[config.mk]
export PLATFORM = sky130hd
export DESIGN_NAME = mem_port_arbiter_flat
export DESIGN_NICKNAME = d
export VERILOG_FILES = /design/src/rtl/mem_port_arbiter_if.sv /design/src/rtl/mem_port_arbiter.sv /design/src/flat_wrapper.sv
export SDC_FILE = /design/constraint.sdc
export NUM_CORES = 1
export LEC_CHECK = 0
export CAP_MARGIN = 10
export CORE_MARGIN = 3
export CORE_UTILIZATION = 25
export CTS_BUF_LIST = sky130_fd_sc_hd__clkbuf_8
export DETAILED_ROUTE_END_ITERATION = 12
export MAX_ROUTING_LAYER = met4
export PLACE_DENSITY_LB_ADDON = 0.1
export RECOVER_POWER = 50
export SLEW_MARGIN = 5
export SYNTH_ARGS = -nofsm -noshare
export SYNTH_HDL_FRONTEND = slang
export SYNTH_SLANG_ARGS = --single-unit
[constraint.sdc]
create_clock -name clk -period 2.49 [get_ports clk]
set_clock_uncertainty 0.1 [all_clocks]
set_input_delay 0.249 -clock clk [delete_from_list [all_inputs] [get_ports clk]]
set_output_delay 0.249 -clock clk [all_outputs]
set_load 0.01 [all_outputs]
[src/rtl/mem_port_arbiter_if.sv]
// Handshake bundle between the IF/MEM pipeline stages, the arbiter and the
// unified memory. The arbiter uses the slave view; the pipeline/memory side
// uses the master view.
interface mem_port_arbiter_if #(
  parameter int ADDR_W = 7,
  parameter int DATA_W = 32
);
  logic              if_req;
  logic [ADDR_W-1:0] if_addr;
  logic [DATA_W-1:0] if_rdata;
  logic              if_ready;

  logic              dm_req;
  logic              dm_we;
  logic [ADDR_W-1:0] dm_addr;
  logic [DATA_W-1:0] dm_wdata;
  logic [DATA_W-1:0] dm_rdata;
  logic              dm_ready;

  logic              mem_en;
  logic              mem_we;
  logic [ADDR_W-1:0] mem_addr;
  logic [DATA_W-1:0] mem_wdata;
  logic [DATA_W-1:0] mem_rdata;
  logic              mem_ack;

  logic              stall_if;
  logic              stall_mem;

  modport slave (
    input  if_req, if_addr, dm_req, dm_we, dm_addr, dm_wdata, mem_rdata, mem_ack,
    output if_rdata, if_ready, dm_rdata, dm_ready,
    output mem_en, mem_we, mem_addr, mem_wdata, stall_if, stall_mem
  );

  modport master (
    output if_req, if_addr, dm_req, dm_we, dm_addr, dm_wdata, mem_rdata, mem_ack,
    input  if_rdata, if_ready, dm_rdata, dm_ready,
    input  mem_en, mem_we, mem_addr, mem_wdata, stall_if, stall_mem
  );
endinterface

[src/rtl/mem_port_arbiter.sv]
// Arbitrates one single-ported memory between instruction fetch (IF) and
// load/store (DM). DM wins ties unless IF has lost STARVE_MAX ties in a row.
// A requester whose ready pulse is high is still holding its old request,
// so it is not considered in that cycle.
// Optional feature macro: ARB_STATS_EN adds stat_conflict / stat_forced.
//
// state   | meaning
// IDLE    | no access in flight, arbitrating
// IF_BUSY | fetch access issued, waiting for mem_ack
// DM_BUSY | load/store access issued, waiting for mem_ack
module mem_port_arbiter #(
  parameter int ADDR_W     = 7,
  parameter int DATA_W     = 32,
  parameter int STARVE_MAX = 3
) (
  input  logic              clk,
  input  logic              rst,
  mem_port_arbiter_if.slave bus
`ifdef ARB_STATS_EN
  ,
  output logic [15:0]       stat_conflict,
  output logic [15:0]       stat_forced
`endif
);

  typedef enum logic [1:0] {IDLE, IF_BUSY, DM_BUSY} state_t;

  localparam logic [3:0] STARVE_LIM = 4'(STARVE_MAX);

  state_t     state;
  logic [3:0] starve_cnt;
  logic       if_elig;
  logic       dm_elig;
  logic       grant_if;
  logic       grant_dm;

  // Pending-request view and grant decision for the current IDLE cycle
  always_comb begin
    if_elig  = bus.if_req & ~bus.if_ready;
    dm_elig  = bus.dm_req & ~bus.dm_ready;
    grant_if = (state == IDLE) & if_elig & (~dm_elig | (starve_cnt == STARVE_LIM));
    grant_dm = (state == IDLE) & dm_elig & ~grant_if;
  end

  assign bus.stall_if  = if_elig;
  assign bus.stall_mem = dm_elig;

  // Transaction sequencer: grant, hold mem_* until ack, return data and ready pulse
  always_ff @(posedge clk or negedge rst) begin
    if (!rst) begin
      state         <= IDLE;
      starve_cnt    <= 4'd0;
      bus.mem_en    <= 1'b0;
      bus.mem_we    <= 1'b0;
      bus.mem_addr  <= {ADDR_W{1'b0}};
      bus.mem_wdata <= {DATA_W{1'b0}};
      bus.if_rdata  <= {DATA_W{1'b0}};
      bus.dm_rdata  <= {DATA_W{1'b0}};
      bus.if_ready  <= 1'b0;
      bus.dm_ready  <= 1'b0;
    end else begin
      bus.if_ready <= 1'b0;
      bus.dm_ready <= 1'b0;
      case (state)
        IDLE: begin
          if (grant_if) begin
            bus.mem_en    <= 1'b1;
            bus.mem_we    <= 1'b0;
            bus.mem_addr  <= bus.if_addr;
            bus.mem_wdata <= {DATA_W{1'b0}};
            starve_cnt    <= 4'd0;
            state         <= IF_BUSY;
          end else if (grant_dm) begin
            bus.mem_en    <= 1'b1;
            bus.mem_we    <= bus.dm_we;
            bus.mem_addr  <= bus.dm_addr;
            bus.mem_wdata <= bus.dm_wdata;
            if (if_elig && (starve_cnt != STARVE_LIM)) begin
              starve_cnt <= starve_cnt + 4'd1;
            end
            state <= DM_BUSY;
          end
        end
        IF_BUSY: begin
          if (bus.mem_ack) begin
            bus.mem_en   <= 1'b0;
            bus.mem_we   <= 1'b0;
            bus.if_rdata <= bus.mem_rdata;
            bus.if_ready <= 1'b1;
            state        <= IDLE;
          end
        end
        DM_BUSY: begin
          if (bus.mem_ack) begin
            bus.mem_en <= 1'b0;
            bus.mem_we <= 1'b0;
            if (!bus.mem_we) begin
              bus.dm_rdata <= bus.mem_rdata;
            end
            bus.dm_ready <= 1'b1;
            state        <= IDLE;
          end
        end
        default: state <= IDLE;
      endcase
    end
  end

`ifdef ARB_STATS_EN
  // Saturating counters: tie cycles, and ties resolved in favour of IF by starvation
  always_ff @(posedge clk or negedge rst) begin
    if (!rst) begin
      stat_conflict <= 16'd0;
      stat_forced   <= 16'd0;
    end else begin
      if ((state == IDLE) && if_elig && dm_elig && (stat_conflict != 16'hFFFF)) begin
        stat_conflict <= stat_conflict + 16'd1;
      end
      if (grant_if && dm_elig && (stat_forced != 16'hFFFF)) begin
        stat_forced <= stat_forced + 16'd1;
      end
    end
  end
`endif

endmodule

[src/flat_wrapper.sv]
// flat-port wrapper written by rule: the top's interface ports become plain ports
module mem_port_arbiter_flat 
#(
  parameter int ADDR_W     = 7,
  parameter int DATA_W     = 32,
  parameter int STARVE_MAX = 3
)
  (clk, rst, bus_if_req, bus_if_addr, bus_dm_req, bus_dm_we, bus_dm_addr, bus_dm_wdata, bus_mem_rdata, bus_mem_ack, bus_if_rdata, bus_if_ready, bus_dm_rdata, bus_dm_ready, bus_mem_en, bus_mem_we, bus_mem_addr, bus_mem_wdata, bus_stall_if, bus_stall_mem);
  mem_port_arbiter_if #(.ADDR_W(ADDR_W), .DATA_W(DATA_W)) bus_i ();
  input  logic clk;
  input  logic rst;
  input wire logic [$bits(bus_i.if_req)-1:0] bus_if_req;
  input wire logic [$bits(bus_i.if_addr)-1:0] bus_if_addr;
  input wire logic [$bits(bus_i.dm_req)-1:0] bus_dm_req;
  input wire logic [$bits(bus_i.dm_we)-1:0] bus_dm_we;
  input wire logic [$bits(bus_i.dm_addr)-1:0] bus_dm_addr;
  input wire logic [$bits(bus_i.dm_wdata)-1:0] bus_dm_wdata;
  input wire logic [$bits(bus_i.mem_rdata)-1:0] bus_mem_rdata;
  input wire logic [$bits(bus_i.mem_ack)-1:0] bus_mem_ack;
  output wire logic [$bits(bus_i.if_rdata)-1:0] bus_if_rdata;
  output wire logic [$bits(bus_i.if_ready)-1:0] bus_if_ready;
  output wire logic [$bits(bus_i.dm_rdata)-1:0] bus_dm_rdata;
  output wire logic [$bits(bus_i.dm_ready)-1:0] bus_dm_ready;
  output wire logic [$bits(bus_i.mem_en)-1:0] bus_mem_en;
  output wire logic [$bits(bus_i.mem_we)-1:0] bus_mem_we;
  output wire logic [$bits(bus_i.mem_addr)-1:0] bus_mem_addr;
  output wire logic [$bits(bus_i.mem_wdata)-1:0] bus_mem_wdata;
  output wire logic [$bits(bus_i.stall_if)-1:0] bus_stall_if;
  output wire logic [$bits(bus_i.stall_mem)-1:0] bus_stall_mem;
  assign bus_i.if_req = bus_if_req;
  assign bus_i.if_addr = bus_if_addr;
  assign bus_i.dm_req = bus_dm_req;
  assign bus_i.dm_we = bus_dm_we;
  assign bus_i.dm_addr = bus_dm_addr;
  assign bus_i.dm_wdata = bus_dm_wdata;
  assign bus_i.mem_rdata = bus_mem_rdata;
  assign bus_i.mem_ack = bus_mem_ack;
  assign bus_if_rdata = bus_i.if_rdata;
  assign bus_if_ready = bus_i.if_ready;
  assign bus_dm_rdata = bus_i.dm_rdata;
  assign bus_dm_ready = bus_i.dm_ready;
  assign bus_mem_en = bus_i.mem_en;
  assign bus_mem_we = bus_i.mem_we;
  assign bus_mem_addr = bus_i.mem_addr;
  assign bus_mem_wdata = bus_i.mem_wdata;
  assign bus_stall_if = bus_i.stall_if;
  assign bus_stall_mem = bus_i.stall_mem;
  mem_port_arbiter #(.ADDR_W(ADDR_W), .DATA_W(DATA_W), .STARVE_MAX(STARVE_MAX)) u_core (.clk(clk), .rst(rst), .bus(bus_i));
endmodule
== After elaboration in Yosys (flattened, before gate mapping) ==
Cells that the tools add are included.
Cells by class
  div/mod/pow operators: 0
  reduce and logical (&&, ||, !) cells: 12
  shift-type cells: 0
  eq/ne operators: 6
  $mul: 0
  add/subtract/negate cells: 1
  multiplexer cells: 21
  bitwise gates (word level): 12
  order comparisons: 0
Operator list (number)
  $mux 32: 2
  $mux 7: 2
  $mux 4: 3
  $reduce_and 3->1: 3
  $mux 1: 8
  $and 1x1->1: 6
  $mux 2: 3
  $reduce_and 2->1: 3
  $reduce_bool 2->1: 3
  $not 1->1: 5
  $add 4x1->4 const B: 1
  $eq 4x2->1 const B: 1
  $ne 4x2->1 const B: 1
  $pmux 1 s2: 2
  $pmux 2 s2: 1
  $ne 3x1->1 const B: 1
  $eq 2x1->1 const B: 1
  $eq 2x2->1 const B: 1
  $logic_not 2->1: 1
  $ne 2x1->1 const B: 1
  $reduce_or 2->1: 1
  $logic_and 1x1->1: 1
  $or 1x1->1: 1
Storage, ports and cells
  logic and storage cells: 62
  bits in latches: 0
  memory bits (writable): 0
  memories: 0
  output and inout bits: 109
  ROM bits: 0
  bits in registers: 113

== Logic depth before layout (Yosys ltp) ==
  word-level depth: 10
  gate-level depth with buffers: 7

== Worst setup path before layout ==
Ideal clock, no wire load.
  path kind: flip-flop to flip-flop
  from: reg u_core.starve_cnt[0]
  to: reg u_core.bus.mem_wdata[0]
  arrival: 1.584 ns
  slack: 0.685 ns
  clock period less this slack: 1.805 ns
  path buffers: 1
  stages on the path, launching flop included: 6
  library setup time: 0.121 ns
  cells stage by stage: dfrtp_1 -> ha_1 -> or3b_4 -> o211a_4 -> clkbuf_1 -> a22o_1
Between the ends
  longest elaborated chain between the ends: 7
RTL lines
  from (decl): RTL line mem_port_arbiter.sv:31  | logic [3:0] starve_cnt;
  from (signal assigned): RTL line mem_port_arbiter.sv:79  | starve_cnt <= starve_cnt + 4'd1;
  $eq 4x2->1 (*): RTL line mem_port_arbiter.sv:41  | grant_if = (state == IDLE) & if_elig & (~dm_elig | (starve_cnt == STARVE_LIM));
  $or 1x1->1 (*): RTL line mem_port_arbiter.sv:41
  $and 1x1->1 (*): RTL line mem_port_arbiter.sv:41
  $not 1->1: RTL line mem_port_arbiter.sv:42  | grant_dm = (state == IDLE) & dm_elig & ~grant_if;
  $and 1x1->1: RTL line mem_port_arbiter.sv:42
  $reduce_bool 2->1 (no source line)
  $reduce_and 2->1 (no source line)
  to (signal assigned): RTL line mem_port_arbiter.sv:56  | bus.mem_wdata <= {DATA_W{1'b0}};
  to (signal assigned): RTL line mem_port_arbiter.sv:70  | bus.mem_wdata <= {DATA_W{1'b0}};
  to (signal assigned): RTL line mem_port_arbiter.sv:77  | bus.mem_wdata <= bus.dm_wdata;
  to (decl): RTL line mem_port_arbiter_if.sv:33  | output mem_en, mem_we, mem_addr, mem_wdata, stall_if, stall_mem
Every way passes the cells marked *; elsewhere a longest branch is shown, timed or not.
A chain may end at the register's enable or synchronous reset.

== Worst setup path in the final report ==
  from: reg u_core.bus.dm_ready
  to: out bus_stall_mem
Between the ends
  longest elaborated chain between the ends: 2
RTL lines
  from (decl): RTL line mem_port_arbiter_if.sv:32  | output if_rdata, if_ready, dm_rdata, dm_ready,
  from (signal assigned): RTL line mem_port_arbiter.sv:60  | bus.dm_ready <= 1'b0;
  from (signal assigned): RTL line mem_port_arbiter.sv:63  | bus.dm_ready <= 1'b0;
  from (signal assigned): RTL line mem_port_arbiter.sv:100  | bus.dm_ready <= 1'b1;
  $not 1->1: RTL line mem_port_arbiter.sv:40  | dm_elig = bus.dm_req & ~bus.dm_ready;
  $and 1x1->1: RTL line mem_port_arbiter.sv:40
  to (decl): RTL line flat_wrapper.sv:29  | output wire logic [$bits(bus_i.stall_mem)-1:0] bus_stall_mem;
No other way between the ends.

==> metrics.log <==
INFO  metric cap_violations = 1
INFO  metric power-per-cell-area = about 1300 nW/µm²
INFO  metric starting_density_of_the_core = between 20% and 30%
INFO  metric via_count = 3180
INFO  metric drtPass1Iterations = 7
INFO  metric leakage = between 3 and 4 nW
INFO  metric routabilityCongestion = roughly 0.7
INFO  metric timing.final.max_slew_violations = approximately 110
INFO  metric worst-endpoint-arrival = ~1.8 ns
INFO  metric finish.net_count = just under 600
INFO  metric final-setup-viol-count = 0
INFO  metric buffer_ports.inserted = roughly 190
INFO  metric post-synth-top-count-cell = dfrtp_1
INFO  metric drt_iter0_markers = 147
INFO  metric syn_area_per_cell = 14.4 µm²
INFO  metric clock_latency_on_the_worst_skew_pair = approximately 0.43 ns
INFO  metric grt_first_pass_wirelength = between 15 and 20 mm
INFO  metric synth_largest_area_cell = dfrtp_1
INFO  metric worst-setup-path-type = flip-flop to primary output
INFO  metric antenna_found_initial = 0
INFO  metric synth.yosys.seq_area_share = roughly 64%
INFO  metric rsz0062_at_grt = no
INFO  metric post_cts_resize_count = 0
INFO  metric synth-seq-cells = 113
INFO  metric dp_worst_setup_slack = 0.395 ns
INFO  metric worstMarginPinSlew = roughly 1.6 ns
INFO  metric gr-usage-all-layers = between 10% and 20%
INFO  metric htree_levels = 4
INFO  metric cp_max_fo = 8
INFO  metric drt-wirelength-per-cell = between 15 and 20 µm
INFO  metric grt_max_degree = 114
INFO  metric number_of_antenna_repair_diodes = 0
INFO  metric yosys_most_used_dff = dfrtp_1
INFO  metric p_switching = between 2 and 3 mW
INFO  metric clock-root-buffer = clkbuf_8
INFO  metric detail_route.drc_violations = 0
INFO  metric height_of_the_die = 139 µm
INFO  metric p_int = approximately 6 mW
INFO  metric share_of_layout_cells_above_drive_strength_1 = roughly 21%
INFO  metric detailed_place.area = about 6600 µm²
INFO  metric violated_checks = max-capacitance violations, max-slew violations
INFO  metric cp.required = 2.14 ns
INFO  metric synth_enable_flop_cells = 0
INFO  metric vdd.ir_drop.worst = 0.542 mV
INFO  metric cts.reportedPaths.clkPinSlew = approximately 0.070 ns
INFO  metric synth_nets = between 300 and 400
INFO  metric slew_limit_headroom = -5.59%
INFO  metric final.min_clock_period = between 2 and 2.5 ns
INFO  metric synth_largest_type_area_fraction = between 60% and 70%
INFO  metric rows = 47
INFO  metric timing.final.ws_setup = 0.309 ns
INFO  metric io_pins = slightly below 200
INFO  metric finish.instance_area = around 7000 µm²
INFO  metric hold_violations = 0
INFO  metric combinationalPowerShare = a little over two fifths
INFO  metric hold_class = input pin to flip-flop
INFO  metric critPathLaunchType = flip-flop
INFO  metric first_global_vias = ~3600
INFO  metric synthesis.area = 4390 µm²
INFO  metric timing.final.crit_share = 87.6%
INFO  metric die_width = 139 µm
INFO  metric setup_tns = 0 ns
INFO  metric seqPwrFrac = between 30% and 40%
INFO  metric netlist-cell-type-count = 32
INFO  metric numClockSinks = between 100 and 150
INFO  metric cp-end-kind = primary output
INFO  metric sw_frac_of_total = a little under a third
INFO  metric yosys-top-cells-area = dfrtp_1 64%, mux2_2 16%, a22o_1 6.4%, inv_1 2.7%, a222oi_1 1.6%
INFO  metric post_synth_most_frequent_cells = 113 x dfrtp_1, 64 x mux2_2, 32 x a22o_1, 32 x inv_1
INFO  metric outcome = finished, violations left
INFO  metric ys_warn_count = 0
INFO  metric fp.dieArea = around 19000 µm²
INFO  metric maximum_single_stage_delay_on_the_critical_path = 0.56 ns
INFO  metric grt-ovfl-total = 0
INFO  metric p_r_area_growth_vs_syn = 59.5%
INFO  metric fmaxAchievable = roughly 460 MHz
INFO  metric dp_hpwl = 8.41 mm
INFO  metric drt-total-wl = roughly 12 mm
INFO  metric netlist_instances = 304
INFO  metric ctsLongestPathBuffers = 2
INFO  metric total_power = 8.76 mW
INFO  metric async_reset_ff_share = 100%
INFO  metric cts_inserted_buffers = 17
INFO  metric worst_path_max_delay_cell = clkdlybuf4s50_1
INFO  metric core_area = about 17000 µm²
INFO  metric share_clk_of_total_power = around a fifth
INFO  metric timing.critical_path.cells = nand2b_1, inv_2, clkdlybuf4s50_1
INFO  metric via_per_inst = 4.31
INFO  metric drt.antenna.violating_nets = 0
INFO  metric tritoncts = yes
[cell families (layout without fill, tap and decap cells)]
logic type / count (synthesis) / in the layout / synth area share [%]
DFF: 113 / 113 / 64.4
muxes: 64 / 64 / 16.4
AOI/OAI and AO/OA: 56 / 56 / 10.9
buffers and inverters: 49 / 263 / 4.56
and+or+nand+nor: 17 / 17 / 2.34
adders and majority gates: 5 / 5 / 1.42
[flip-flops by register name, summed over array words and instances, names as in the netlist]
signal and cells:
u_core.bus.mem_en 1, u_core.bus.mem_addr 7, u_core.bus.dm_ready 1, u_core.state 2
u_core.bus.mem_wdata 32, u_core.bus.if_ready 1, u_core.bus.if_rdata 32, u_core.starve_cnt 4
u_core.bus.mem_we 1, u_core.bus.dm_rdata 32
[timing repair]
| action | in CTS | in global routing |
|---|---|---|
| hold buffers | 1 | 0 |
| hold endpoints to repair | 113 | 0 |
| buffers inserted | 0 | 0 |
[cells in the final DEF, fill, tap and decap left out, drive strengths merged]
cell	instances
clkdlybuf4s50	173
dfrtp	113
mux2	64
inv	34
a22o	32
clkbuf	23
dlygate4sd3	19
a222oi	7
ha	5
a21oi	5
nand2	4
clkinvlp	4
clkinv	4
bufinv	3
o21ai	3
buf	3
nand2b	2
nand3	2
or4	2
o2bb2ai	2
a311oi	2
o32ai	2
and2	1
or3b	1
o211a	1
nand3b	1
nor4b	1
a21o	1
o22ai	1
nor2b	1
and3	1
nor2	1
[through the flow]
| stage | cells | hold WS (ns) | utilization [%] |
|---|---|---|---|
| CTS | 738 | 0.215 | 41.7 |
| detailed placement | 705 | 0.298 | 39.0 |
| global placement | 705 | 0.284 | 39.0 |
| finish | 738 | 0.266 | 41.5 |
| global route | 738 | 0.236 | 41.5 |
| floorplan | 304 | -0.147 | - |
[area by class of cell]
| type | instances | area (µm²) |
|---|---|---|
| Tap cell | 220 | 275 |
| Sequential cell | 113 | 2830 |
| Clock inverter | 12 | 156 |
| Clock buffer | 20 | 275 |
| Fill cell | 1576 | 9870 |
| Timing Repair Buffer | 198 | 1980 |
| Multi-Input combinational cell | 142 | 1370 |
| Inverter | 33 | 124 |
[power by group through the flow]
stage	sequential (mW)	combinational, mW	clock, mW
floorplan	3.51	1.30	0
global placement	3.12	3.89	0
detailed placement	3.15	3.92	0
CTS	3.13	3.93	1.94
global route	3.23	4.07	2.04
finish	3.12	3.78	1.86
[routing by layer]
layer,track usage (%),routed length [µm],vias up
met5,-,0,-
met4,4.68,159,0
met3,5.38,734,12
met2,22.6,6560,87
met1,15.4,4830,1589
li1,-,-,1492
[final timing paths]
kind	start	endpoint	slack, ns	cells after the start
max in group asynchronous	rst	u_core.bus.dm_rdata[3]	0.48	3
worst min-delay path	bus_if_addr[4]	u_core.bus.mem_addr[4]	0.27	3
min in group asynchronous	rst	u_core.bus.mem_wdata[13]	0.75	3
worst min register to register	u_core.bus.dm_rdata[17]	u_core.bus.dm_rdata[17]	0.40	1
worst max register to register	u_core.state[1]	u_core.bus.if_rdata[8]	0.40	5
worst max-delay path	u_core.bus.dm_ready	bus_stall_mem	0.31	3
[critical path: cells and delay by family (launching register included)]
family,cells,cell delay [ns]
buffers and inverters,2,0.77
flip-flops,1,0.36
AND/OR/NAND/NOR,1,0.27
(Power assumes the default switching activity.)
